===== src/rtl/mem_stage_lsu.sv =====
// mem_stage_lsu: memory-stage load/store unit sitting between the EX/MEM and MEM/WB
// pipeline registers. Issues one data-memory access at a time on a registered req/ack
// bus, stalls the pipeline until the access completes, and formats load data
// (byte/half/word, signed or unsigned) into ReadDataM for mem_wb_reg.
//
// Configuration macro: MEM_STAGE_LSU_MISALIGN_TRAP_EN
//   defined   - misaligned half/word accesses are trapped: no bus request, MisalignM pulse
//   undefined - address low bits are truncated to natural alignment, MisalignM tied to 0
//
// Ports:
//   clk, rst_n                 clock (rising edge), asynchronous active-low reset
//   ALUResultM, WriteDataM     byte address and store data from EX/MEM
//   MemWriteM, MemReadM        store / load request (mutually exclusive)
//   funct3M                    access size and sign
//   ReadDataM                  formatted load data (valid in DONE)
//   StallM                     pipeline freeze
//   BusErrM, MisalignM         one-cycle error pulses in DONE
//   dmem_req/we/addr/wdata/be  registered data-memory request
//   dmem_rdata, dmem_ack       data-memory response (sampled only in BUSY)

module mem_stage_lsu #(
    parameter int unsigned TIMEOUT_CYCLES = 64,
    parameter int unsigned CNT_W          = 7
) (
    input  logic        clk,
    input  logic        rst_n,
    input  logic [31:0] ALUResultM,
    input  logic [31:0] WriteDataM,
    input  logic        MemWriteM,
    input  logic        MemReadM,
    input  logic [2:0]  funct3M,
    output logic [31:0] ReadDataM,
    output logic        StallM,
    output logic        BusErrM,
    output logic        MisalignM,
    output logic        dmem_req,
    output logic        dmem_we,
    output logic [31:0] dmem_addr,
    output logic [31:0] dmem_wdata,
    output logic [3:0]  dmem_be,
    input  logic [31:0] dmem_rdata,
    input  logic        dmem_ack
);

    typedef enum logic [1:0] {StIdle, StBusy, StDone} state_e;

    // Access size encoding
    localparam logic [1:0] SzByte = 2'd0;
    localparam logic [1:0] SzHalf = 2'd1;
    localparam logic [1:0] SzWord = 2'd2;

    state_e      state_q, state_d;
    logic [CNT_W-1:0] cnt_q, cnt_d;
    logic [31:0] rdata_q, rdata_d;
    logic        buserr_q, buserr_d;
    logic        misalign_q, misalign_d;
    logic        req_q, req_d;
    logic        we_q, we_d;
    logic [31:0] addr_q, addr_d;
    logic [31:0] wdata_q, wdata_d;
    logic [3:0]  be_q, be_d;
    logic [1:0]  size_q, size_d;
    logic        uns_q, uns_d;
    logic [1:0]  off_q, off_d;
    logic        load_q, load_d;

    logic        access;
    logic [1:0]  size;
    logic        uns;
    logic [1:0]  eff_off;
    logic        misaligned;
    logic [3:0]  st_be;
    logic [31:0] st_wdata;
    logic [7:0]  ld_byte;
    logic [15:0] ld_half;
    logic [31:0] ld_fmt;

    assign access = MemReadM | MemWriteM;

    // Decode size; reserved encodings 011/110/111 fall through to word.
    always_comb begin
        size = SzWord;
        uns  = 1'b0;
        unique case (funct3M)
            3'b000:  size = SzByte;
            3'b001:  size = SzHalf;
            3'b100: begin
                size = SzByte;
                uns  = 1'b1;
            end
            3'b101: begin
                size = SzHalf;
                uns  = 1'b1;
            end
            default: size = SzWord;
        endcase
    end

    // Offset after natural-alignment truncation (halfword drops bit 0, word drops both).
    always_comb begin
        eff_off = ALUResultM[1:0];
        if (size == SzHalf) begin
            eff_off = {ALUResultM[1], 1'b0};
        end else if (size == SzWord) begin
            eff_off = 2'b00;
        end
    end

`ifdef MEM_STAGE_LSU_MISALIGN_TRAP_EN
    assign misaligned = ((size == SzHalf) && ALUResultM[0]) ||
                        ((size == SzWord) && (ALUResultM[1:0] != 2'b00));
`else
    assign misaligned = 1'b0;
`endif

    // Store lane placement
    always_comb begin
        st_be    = 4'b1111;
        st_wdata = WriteDataM;
        if (size == SzByte) begin
            st_be    = 4'b0001 << eff_off;
            st_wdata = {4{WriteDataM[7:0]}};
        end else if (size == SzHalf) begin
            st_be    = eff_off[1] ? 4'b1100 : 4'b0011;
            st_wdata = {2{WriteDataM[15:0]}};
        end
    end

    // Load lane selection and extension, using the attributes captured at issue
    always_comb begin
        unique case (off_q)
            2'd0:    ld_byte = dmem_rdata[7:0];
            2'd1:    ld_byte = dmem_rdata[15:8];
            2'd2:    ld_byte = dmem_rdata[23:16];
            default: ld_byte = dmem_rdata[31:24];
        endcase
        ld_half = off_q[1] ? dmem_rdata[31:16] : dmem_rdata[15:0];
        if (size_q == SzByte) begin
            ld_fmt = uns_q ? {24'h0, ld_byte} : {{24{ld_byte[7]}}, ld_byte};
        end else if (size_q == SzHalf) begin
            ld_fmt = uns_q ? {16'h0, ld_half} : {{16{ld_half[15]}}, ld_half};
        end else begin
            ld_fmt = dmem_rdata;
        end
    end

    // Next-state and outputs
    always_comb begin
        state_d    = state_q;
        cnt_d      = cnt_q;
        rdata_d    = rdata_q;
        buserr_d   = 1'b0;
        misalign_d = 1'b0;
        req_d      = req_q;
        we_d       = we_q;
        addr_d     = addr_q;
        wdata_d    = wdata_q;
        be_d       = be_q;
        size_d     = size_q;
        uns_d      = uns_q;
        off_d      = off_q;
        load_d     = load_q;
        StallM     = 1'b0;

        unique case (state_q)
            StIdle: begin
                StallM = access;
                if (access) begin
                    if (misaligned) begin
                        // Trapped: skip the bus entirely
                        state_d    = StDone;
                        misalign_d = 1'b1;
                        rdata_d    = 32'h0;
                    end else begin
                        state_d = StBusy;
                        req_d   = 1'b1;
                        we_d    = MemWriteM;
                        addr_d  = {ALUResultM[31:2], 2'b00};
                        wdata_d = MemWriteM ? st_wdata : 32'h0;
                        be_d    = MemWriteM ? st_be : 4'b1111;
                        size_d  = size;
                        uns_d   = uns;
                        off_d   = eff_off;
                        load_d  = MemReadM;
                        cnt_d   = '0;
                    end
                end
            end
            StBusy: begin
                StallM = 1'b1;
                cnt_d  = cnt_q + CNT_W'(1);
                // Ack takes priority over a coincident timeout
                if (dmem_ack) begin
                    rdata_d = load_q ? ld_fmt : 32'h0;
                    req_d   = 1'b0;
                    we_d    = 1'b0;
                    state_d = StDone;
                end else if (cnt_q == CNT_W'(TIMEOUT_CYCLES - 1)) begin
                    rdata_d  = 32'h0;
                    req_d    = 1'b0;
                    we_d     = 1'b0;
                    buserr_d = 1'b1;
                    state_d  = StDone;
                end
            end
            StDone: begin
                StallM  = 1'b0;
                state_d = StIdle;
            end
            default: begin
                state_d = StIdle;
            end
        endcase
    end

    always_ff @(posedge clk or negedge rst_n) begin
        if (!rst_n) begin
            state_q    <= StIdle;
            cnt_q      <= '0;
            rdata_q    <= 32'h0;
            buserr_q   <= 1'b0;
            misalign_q <= 1'b0;
            req_q      <= 1'b0;
            we_q       <= 1'b0;
            addr_q     <= 32'h0;
            wdata_q    <= 32'h0;
            be_q       <= 4'h0;
            size_q     <= SzWord;
            uns_q      <= 1'b0;
            off_q      <= 2'b00;
            load_q     <= 1'b0;
        end else begin
            state_q    <= state_d;
            cnt_q      <= cnt_d;
            rdata_q    <= rdata_d;
            buserr_q   <= buserr_d;
            misalign_q <= misalign_d;
            req_q      <= req_d;
            we_q       <= we_d;
            addr_q     <= addr_d;
            wdata_q    <= wdata_d;
            be_q       <= be_d;
            size_q     <= size_d;
            uns_q      <= uns_d;
            off_q      <= off_d;
            load_q     <= load_d;
        end
    end

    assign ReadDataM  = rdata_q;
    assign BusErrM    = buserr_q;
    assign MisalignM  = misalign_q;
    assign dmem_req   = req_q;
    assign dmem_we    = we_q;
    assign dmem_addr  = addr_q;
    assign dmem_wdata = wdata_q;
    assign dmem_be    = be_q;

endmodule


===== config.mk =====
export PLATFORM = sky130hd
export DESIGN_NAME = mem_stage_lsu
export DESIGN_NICKNAME = d
export VERILOG_FILES = /design/src/rtl/mem_stage_lsu.sv
export SDC_FILE = /design/constraint.sdc
export NUM_CORES = 1
export LEC_CHECK = 0
export CAP_MARGIN = 20
export CORE_MARGIN = 2
export CORE_UTILIZATION = 32
export DETAILED_ROUTE_END_ITERATION = 8
export MAX_ROUTING_LAYER = met4
export PLACE_DENSITY = 0.61
export SLEW_MARGIN = 25
export SYNTH_ARGS = -nofsm -noshare
export SYNTH_HDL_FRONTEND = slang
export SYNTH_SLANG_ARGS = --single-unit

===== constraint.sdc =====
create_clock -name clk -period 2 [get_ports clk]
set_input_delay 0.2 -clock clk [delete_from_list [all_inputs] [get_ports clk]]
set_output_delay 0.2 -clock clk [all_outputs]
set_load 0.01 [all_outputs]

==> metrics.txt, run 1 <==
run status finished clean; CP Launch Type flop; top_reg_cell synth dfrtp_1; CTS tree done; IO Port Bufs 205; global-route wire length before repair 26400 um; fin util 50.4%; CP top delay family buffers and inverters; core region area 0.0166 mm2; DRC 0; clk_skew just under 0.006 ns; area post-placement 0.00782 mm2; Die W roughly 130 um; die area 0.0181 mm2; Mapped Cells between 500 and 600; commonest cells after routing, fill and taps aside 204 x clkdlybuf4s50_1, 129 x nand2_1, 115 x dfrtp_1, 36 x o21ai_0, 24 x mux2i_1; layout overhead on the synthesized area 53.8%; Synth Register Bits 116; clock root cell clkbuf_16; Fin. Hold Viols 0; Post-layout nets between 800 and 900; Die H 135 um; WP data required 1.80 ns; Max Slew Vio Count 0; maxcap violations 0; DR vias/cell 4.95; first-pass iteration count of the detailed router 4; CP max-delay cell clkdlybuf4s50_1; post-synthesis average cell area 10.1 um2; critical-path maximum fanout 5; VDD IR max a little over 0.6 mV; Reg area 0.00290 mm2; largest net degree at the start of global routing 62; Rows 47; HPWL Detailed approximately 12000 um; initial antenna violation count 0; slew margin rel. 61.0%; fraction of registers with async set/reset 100%; sequential area share after synthesis 53.2%; Worst-Margin Slew 0.585 ns; EDFF count, synth 0; critical path arrival 1.63 ns; RSZ-0062 raised after global routing no; drt wl/cell 17.0 um; vias in the first global route 4963; Reg clk slew, reported paths 0.05 ns; GRT Util Overall 19.5%; Ports 209; Final WS setup between 0.15 and 0.2 ns; Final setup violation count 0; Post-Layout Inst Area around 0.0084 mm2; antenna viol nets, final 0; Power, Total ~12 mW; Pwr Density 1470 mW/mm2; initial core utilization 32.8%; fillers 1496; post-synthesis cell type count 47; # diodes 0; via count 4870; Peak Freq 0.546 GHz; total CTS buffers 17; GRT overflow 0; layout cell share with drive strength beyond 1 10.4%; Critical Path End Type output pin; P_leak 3.71 nW; worst hold path class in2async; GP Congestion 0.841; Syn. warnings 0; Sink Count 116; Buf/Inv on CP 2; Crit path largest cell delay 0.48 ns; post-place setup slack 0.0284 ns; minimum clock period 1.83 ns; Post-CTS Setup Inserts 0; Clock Path Buffers 2; Final TNS setup 0 ns; fin crit share 91.6%; post-synthesis cell area 0.00546 mm2; crit path kind reg2out; area of the multi-input gates 0.00231 mm2; total detailed-routing wirelength 16700 um; H-tree levels 4; DR iter-0 viols 289; most common cell after layout, fill and taps aside clkdlybuf4s50_1; worst-skew pair later-pin latency 0.41 ns; CP cell instances o31ai_4 > inv_1 > clkdlybuf4s50_1
## synth_stat cells, types with 6 or more instances
| master | count | area (um2) |
|---|---|---|
| nand2_1 | 129 | 484 |
| dfrtp_1 | 115 | 2880 |
| o21ai_0 | 36 | 180 |
| clkbuf_1 | 29 | 109 |
| mux2i_1 | 24 | 240 |
| a21oi_1 | 21 | 105 |
| inv_1 | 21 | 78.8 |
| nand2b_1 | 19 | 119 |
| nor2_1 | 18 | 67.6 |
| a22o_1 | 17 | 149 |
| a22o_2 | 16 | 160 |
| nor3_1 | 10 | 50.1 |
| a221o_1 | 7 | 70.1 |
| mux4_1 | 7 | 184 |
| o22ai_1 | 7 | 43.8 |
| o2bb2ai_1 | 7 | 61.3 |
| o32ai_1 | 7 | 61.3 |
| buf_4 | 6 | 45.0 |
## metrics by stage
step           hold WS [ns]  cells
6_report              0.211    983
2_1_floorplan       -0.0956    543
3_5_place_dp         0.0944    950
5_1_grt               0.222    983
4_1_cts               0.208    983
3_3_place_gp         0.0967    950
## metal layers
metal	part of all wire [%]	track usage, %
met1	44	24.2
met5	0	-
met3	7.9	6.38
met4	2.2	7.25
met2	46	29.8
## path summary, 6_finish.rpt
check	to	startpoint	depth (start not counted)	slack, ns
max	StallM	state_q[0]$_DFFE_PN0P_	3	0.17
min	cnt_q[4]$_DFFE_PN0P_	rst_n	2	0.21
max reg2reg	ReadDataM[18]$_DFFE_PN0P_	cnt_q[0]$_DFFE_PN0P_	6	0.22
min reg2reg	dmem_addr[28]$_DFFE_PN0P_	dmem_addr[28]$_DFFE_PN0P_	2	0.47
max in group asynchronous	size_q[1]$_DFFE_PN1P_	rst_n	3	1.13
min in group clk	dmem_addr[29]$_DFFE_PN0P_	ALUResultM[29]	3	0.32
## logic make-up after synthesis
family	count (synthesis)	synth area share, %
XOR/XNOR	1	0.160
AO/OA/AOI/OAI	132	17.3
flip-flops	116	53.2
other	1	0.0687
adder cells (fa/ha/maj)	1	0.229
AND/OR/NAND/NOR	196	15.6
multiplexers	33	8.39
buffers and inverters	61	5.07
## report_power, final
part / internal [mW] / switching (mW)
Clock: 1.76 / 1.06
Sequential: 3.37 / 0.632
Combinational: 2.89 / 2.66
Total: 8.01 / 4.35
## state kept, by name, summed over array words and instances, names as in the netlist
signal      flops
size_q          2
dmem_wdata     32
cnt_q           7
state_q         2
load_q          1
dmem_addr      30
dmem_we         1
BusErrM         1
uns_q           1
dmem_req        1
ReadDataM      32
off_q           2
dmem_be         4
## final cells by class
type | instances | share of cell area, %
tap | 220 | 3.28
clock buffer | 22 | 5.53
timing repair buffer | 228 | 27.1
clock inverter | 10 | 0.984
sequential | 116 | 34.6
multi-input combinational | 366 | 27.6
inverter | 21 | 0.939
## timing repair
item,in CTS,in global routing
pin swaps,0,1
gates cloned,0,0
hold buffers,1,0
resized for setup,1,1
setup endpoints to repair,1,1
endpoints found under the hold margin,64,0
(Power assumes the default switching activity.)
==> inputs of run 2 (changes only) <==
--- a/config.mk
+++ b/config.mk
@@ -7,10 +7,10 @@
 export LEC_CHECK = 0
 export CAP_MARGIN = 20
 export CORE_MARGIN = 2
-export CORE_UTILIZATION = 32
+export CORE_UTILIZATION = 44
 export DETAILED_ROUTE_END_ITERATION = 8
 export MAX_ROUTING_LAYER = met4
-export PLACE_DENSITY = 0.61
+export PLACE_DENSITY = 0.8
 export SLEW_MARGIN = 25
 export SYNTH_ARGS = -nofsm -noshare
 export SYNTH_HDL_FRONTEND = slang
==> run 2 against run 1 <==
Effect of this change: sequential power about the same; clock skew rose by 0.00060 ns; worst setup slack got worse by 0.063 ns; first-iteration DRC count increased by 22%; final cell count fell by 5.4%; die area is 27% lower; clock power grew 16%; flip-flop and latch count did not move; non-clock buffer count down 2; sequential share of layout area fell by 0.12 points; combinational power is 0.7% higher; global-route usage up 7.0 points.
==> metrics.txt, run 2 (synthesized netlist as in run 1, its figures left out) <==
clock root cell clkbuf_16; GP Congestion 0.850 (+1.1%); run status finished clean; Post-layout nets 853 (-0.23%); Post-CTS Setup Inserts 0 (unchanged); P_leak 3.76 nW (+1.3%); via count 4944 (+1.5%); Critical Path End Type output pin; Reg2Reg Setup Slack 0.26 ns (+0.04 ns); hold_sp ALUResultM[19]; GRT overflow 0 (unchanged); CP Launch Type flop; WP data required 1.80 ns (about the same); CTS tree done; DRC 0 (unchanged); total CTS buffers 17 (unchanged); WHS 0.315 ns (+0.104 ns); Reg clk slew, reported paths 0.05 ns (about the same); Power, Total 12.9 mW (+3.9%); Reg area 0.00290 mm2 (unchanged); vias in the first global route 5116 (+3.1%); area post-placement 0.00776 mm2 (-0.86%); fillers 874 (-42%); critical path arrival 1.70 ns (+0.07 ns); first-pass iteration count of the detailed router 4 (unchanged); RSZ-0062 raised after global routing no; drt wl/cell 17.4 um (+2.3%); VDD IR max 0.854 mV (+41%); Die W 115 um (-14%); Worst-Margin Slew 0.623 ns (+0.0377 ns); minimum clock period 1.90 ns (+0.0631 ns); DR iter-0 viols 352 (+22%); slew margin rel. 58.5% (-2.5 points); Final TNS setup 0 ns (unchanged); Crit path largest cell delay 0.48 ns (about the same); worst hold path class in2reg; CP top delay family buffers and inverters; largest net degree at the start of global routing 46 (-26%); Post-Layout Inst Area 0.00842 mm2 (+0.36%); Pwr Density 1530 mW/mm2 (+3.5%); global-route wire length before repair 26000 um (-1.5%); Die H 115 um (-14%); CP max-delay cell clkdlybuf4s50_1; initial core utilization 45.3% (+12 points); total detailed-routing wirelength 16200 um (-3.2%); post-route insts no fill 930 (-5.4%); highest metal used met4; Peak Freq 0.528 GHz (-3.3%); DR vias/cell 5.32 (+7.3%); Rows 40 (-15%); layout cell share with drive strength beyond 1 10.5% (+0.16 points); met3 WL 1300 um (-1.6%); commonest cells after routing, fill and taps aside 204 x clkdlybuf4s50_1, 129 x nand2_1, 115 x dfrtp_1, 36 x o21ai_0, 24 x mux2i_1; maxcap violations 0 (unchanged); clk_skew 0.00636 ns (+0.000599 ns); HPWL Detailed 11900 um (-2.6%); core region area 0.0121 mm2 (-28%); FF-to-FF Start cnt_q[0]$_DFFE_PN0P_; H-tree levels 4 (unchanged); Final setup violation count 0 (unchanged); IO Port Bufs 205 (unchanged); initial antenna violation count 1 (+1); layout overhead on the synthesized area 54.3%; most common cell after layout, fill and taps aside clkdlybuf4s50_1; routed length on met1 6730 um (-9.4%); area of the multi-input gates 0.00231 mm2 (-0.16%); fin crit share 94.8% (+3.2 points); CP cell instances o31ai_2 > inv_1 > clkdlybuf4s50_1; met2 WL 7710 um (+1.2%); crit path kind reg2out; # placed instances 896 (-5.7%); die area 0.0133 mm2 (-27%); Clock Path Buffers 2 (unchanged); GRT Util Overall 26.4% (+7.0 points); Buf/Inv on CP 2 (unchanged); Ports 209 (unchanged); Critical path origin state_q[0]$_DFFE_PN0P_; critical-path maximum fanout 5 (unchanged); Sink Count 116 (unchanged); Max Slew Vio Count 0 (unchanged); Fin. Hold Viols 0 (unchanged); worst-skew pair later-pin latency 0.42 ns (about the same); antenna viol nets, final 0 (unchanged)
[run 2: cell types whose count changed in the layout (fill, tap and decap cells not counted), sizes merged]
| cell | change |
|---|---|
| clkinvlp | -2 |
| buf | -2 |
| diode | +1 |
| clkinv | -2 |
| clkbuf | +1 |
| bufinv | +3 |
[run 2: layout make-up]
class	count	share of cell area [%]
clock inverter	9	1.75
inverter	21	0.936
antenna	1	0.0297
sequential	116	34.5
multi-input combinational	366	27.4
timing repair buffer	226	27.0
tap	168	2.50
clock buffer	23	5.91
[run 2: worst paths after layout]
path,end,cells past startpoint
hold reg to reg,dmem_addr[21]$_DFFE_PN0P_,2
setup reg to reg,ReadDataM[30]$_DFFE_PN0P_,6
min in group asynchronous,cnt_q[6]$_DFFE_PN0P_,2
max in group asynchronous,dmem_be[2]$_DFFE_PN0P_,3
setup / recovery,StallM,3
hold / removal,dmem_addr[19]$_DFFE_PN0P_,3
[run 2: metrics by stage]
stage	setup slack, ns	util, %
after floorplan	0.361	-
after global placement	0.102	64.3
after detailed placement	0.0617	64.3
after CTS	0.0392	69.7
after global routing	0.0189	69.8
final	0.105	69.8
[run 2: worst reg2reg max path, delay by kind of cell, from the launching register on]
| kind | cells | cell delay [ns] |
|---|---|---|
| DFF | 1 | 0.38 |
| and+or+nand+nor | 2 | 0.40 |
| adders and majority gates | 1 | 0.19 |
| AOI/OAI and AO/OA | 2 | 0.40 |
| buffers and inverters | 1 | 0.25 |
[run 2: where the power goes]
group / internal (mW) / leakage, nW / switching, mW
clock: 2.24 / 0.319 / 1.03
combinational: 2.93 / 1.97 / 2.66
sequential: 3.37 / 1.47 / 0.619
[run 2: layer usage]
metal / GRT usage, % / up-vias
met5: - / -
met4: 12.0 / 0
met3: 7.54 / 36
met2: 40.2 / 224
met1: 32.8 / 2370
li1: - / 2314
[run 2: what timing repair did]
action | CTS | global route
endpoints found under the hold margin | 42 | 0
endpoints found under the setup margin | 0 | 26
hold buffers | 1 | 0
resized for setup | 0 | 2
==> inputs of run 3 (changes only) <==
--- a/config.mk
+++ b/config.mk
@@ -5,12 +5,14 @@
 export SDC_FILE = /design/constraint.sdc
 export NUM_CORES = 1
 export LEC_CHECK = 0
+export ABC_CLOCK_PERIOD_IN_PS = 2000
 export CAP_MARGIN = 20
 export CORE_MARGIN = 2
 export CORE_UTILIZATION = 44
 export DETAILED_ROUTE_END_ITERATION = 8
 export MAX_ROUTING_LAYER = met4
-export PLACE_DENSITY = 0.8
+export PLACE_DENSITY = 0.86
+export SETUP_SLACK_MARGIN = 0.3
 export SLEW_MARGIN = 25
 export SYNTH_ARGS = -nofsm -noshare
 export SYNTH_HDL_FRONTEND = slang
==> run 3 against run 2 <==
Effect of this change: worst setup slack better by 0.18 ns; combinational power up 2%; flip-flop and latch count unchanged; largest power group unchanged.
==> metrics.txt, run 3 (synthesized netlist as in run 1, its figures left out) <==
critical-path maximum fanout 7 (+2); Die H 115 um (unchanged); Critical Path End Type flop; Comb pwr share 43.6% (about the same); Sequential Power Share 30.7% (-0.3 points); Crit path largest cell delay 0.45 ns (-0.03 ns); fin util 70.5% (+0.62 points); hold_sp ALUResultM[14]; total CTS buffers 17 (unchanged); Reg clk slew, reported paths 0.06 ns (about the same); Power Internal 8.62 mW (+0.92%); Worst Hold Endpoint dmem_addr[14]$_DFFE_PN0P_; Rows 40 (unchanged); GRT overflow 0 (unchanged); Final setup violation count 0 (unchanged); RSZ-0062 raised after global routing yes; worst-skew pair later-pin latency 0.41 ns (about the same); critical path arrival 2.01 ns (+0.31 ns); global-route wire length before repair 26000 um (-0.21%); clock root cell clkbuf_16; CP top delay family compound AO/OA/AOI/OAI gates; run status finished clean; grt met1 use 32.5% (-0.24 points); Crit path depth 5 (+2); Worst-Margin Slew 0.637 ns (+0.0140 ns); CP max-delay cell dfrtp_2; Max Slew Vio Count 0 (unchanged); clock group share of total power 25.7% (+0.2 points); DRC 0 (unchanged); fillers 861 (-1.5%); FF-to-FF Start off_q[1]$_DFFE_PN0P_; fin crit share 85.6% (-9.2 points); Die W 115 um (unchanged); met2 Use GR 40.9% (+0.66 points); clk_skew 0.0115 ns (+0.00512 ns); VDD IR max 0.833 mV (-2.4%); DR vias/cell 5.46 (+2.8%); # diodes 0 (-1); crit path kind reg2reg; Pwr Density 1540 mW/mm2 (+0.97%); Post-layout nets 858 (+0.59%); layout overhead on the synthesized area 55.7%; HPWL Detailed 11700 um (-1.1%); Buf/Inv on CP 1 (-1); largest net degree at the start of global routing 117 (+150%); via count 5104 (+3.2%); maxcap violations 0 (unchanged); met3 Use GR 7.01% (-0.53 points); Worst R2R Path Depth 5 (-1); slew margin rel. 57.5% (-0.93 points); Final TNS setup 0 ns (unchanged); Worst R2R End ReadDataM[30]$_DFFE_PN0P_; Top Usage Layer GRT met2; DR iter-0 viols 419 (+19%); Sw Share 34.2% (+0.62 points); Ports 209 (unchanged); antenna viol nets, final 0 (unchanged); GP Congestion 0.923 (+8.7%); most common cell after layout, fill and taps aside clkdlybuf4s50_1; Reg2Reg Setup Slack 0.29 ns (+0.03 ns); worst hold path class in2reg; Peak Freq 0.584 GHz (+11%); WP data required 2.30 ns (+0.50 ns); H-tree levels 4 (unchanged); Sink Count 116 (unchanged); P_leak 3.78 nW (+0.60%); initial antenna violation count 0 (-1); layout cell share with drive strength beyond 1 11.9% (+1.4 points); total detailed-routing wirelength 16900 um (+4.3%); P_sw 4.47 mW (+3.8%); initial core utilization 45.3% (unchanged); GRT Util Overall 26.1% (-0.36 points); Hold Path Depth 3 (unchanged); Fin. Hold Viols 0 (unchanged); minimum clock period 1.71 ns (-0.183 ns); vias in the first global route 5071 (-0.88%); Clock Path Buffers 2 (unchanged); CP cell instances mux2_2 > a31oi_2 > o22ai_4 > buf_4 > a22o_2; die area 0.0133 mm2 (unchanged); core region area 0.0121 mm2 (unchanged); IO Port Bufs 205 (unchanged); commonest cells after routing, fill and taps aside 203 x clkdlybuf4s50_1, 129 x nand2_1, 114 x dfrtp_1, 36 x o21ai_0, 24 x mux2i_1; Power, Total 13.1 mW (+1.9%); CTS tree done; CP Launch Type flop; first-pass iteration count of the detailed router 6 (+2); drt wl/cell 18.1 um (+3.8%)
[run 3: repair_timing]
| item | in CTS | in global routing |
|---|---|---|
| endpoints found under the hold margin | 115 | 0 |
| hold buffers | 1 | 0 |
| setup endpoints to repair | 35 | 35 |
| resized for setup | 6 | 7 |
| pin swaps | 2 | 2 |
| setup buffers | 0 | 4 |
[run 3: power groups by stage]
stage	combinational [mW]	clock (mW)	sequential [mW]
global placement	5.38	0	3.98
detailed placement	5.54	0	4.02
finish	5.71	3.36	4.02
floorplan	2.33	0	4.33
global route	6.15	3.53	4.13
CTS	5.60	3.38	4.02
[run 3: how the worst max path moves through the flow]
stage | end | slack (ns) | from
6_report | ReadDataM[30]$_DFFE_PN0P_ | 0.29 | off_q[1]$_DFFE_PN0P_
5_1_grt | ReadDataM[30]$_DFFE_PN0P_ | 0.26 | off_q[1]$_DFFE_PN0P_
4_1_cts | dmem_be[1]$_DFFE_PN0P_ | 0.33 | state_q[0]$_DFFE_PN0P_
3_5_place_dp | ReadDataM[18]$_DFFE_PN0P_ | 0.07 | dmem_ack
3_3_place_gp | ReadDataM[18]$_DFFE_PN0P_ | 0.12 | dmem_ack
2_1_floorplan | ReadDataM[21]$_DFFE_PN0P_ | 0.36 | off_q[0]$_DFFE_PN0P_
[run 3: area by class of cell]
| type | count | area [um2] | area share [%] |
|---|---|---|---|
| Sequential cell | 116 | 2910 | 34.2 |
| Clock buffer | 20 | 457 | 5.37 |
| Inverter | 21 | 78.8 | 0.927 |
| Tap cell | 168 | 210 | 2.47 |
| Clock inverter | 12 | 203 | 2.38 |
| Timing Repair Buffer | 231 | 2300 | 27.1 |
| Multi-Input combinational cell | 366 | 2340 | 27.6 |
[run 3: through the flow]
step / cells / hold WS (ns) / setup slack, ns / cell area (um2)
floorplan: 543 / -0.0956 / 0.361 / 5470
detailed placement: 897 / 0.338 / 0.0679 / 7740
global placement: 897 / 0.334 / 0.119 / 7740
finish: 934 / 0.327 / 0.288 / 8500
global route: 934 / 0.330 / 0.259 / 8500
CTS: 930 / 0.312 / 0.329 / 8430
[run 3: per-layer routing]
metal / wire length [um] / share of wire (%) / up-vias
li1: - / - / 2318
met1: 6810 / 40 / 2452
met2: 8130 / 48 / 284
met3: 1450 / 8.6 / 50
met4: 499 / 3.0 / 0
met5: 0 / 0 / -
[run 3: tightest hold or removal path: stages]
cell and delay [ns]:
clkdlybuf4s50_1 0.39, nand2_1 0.06, nand2_1 0.04
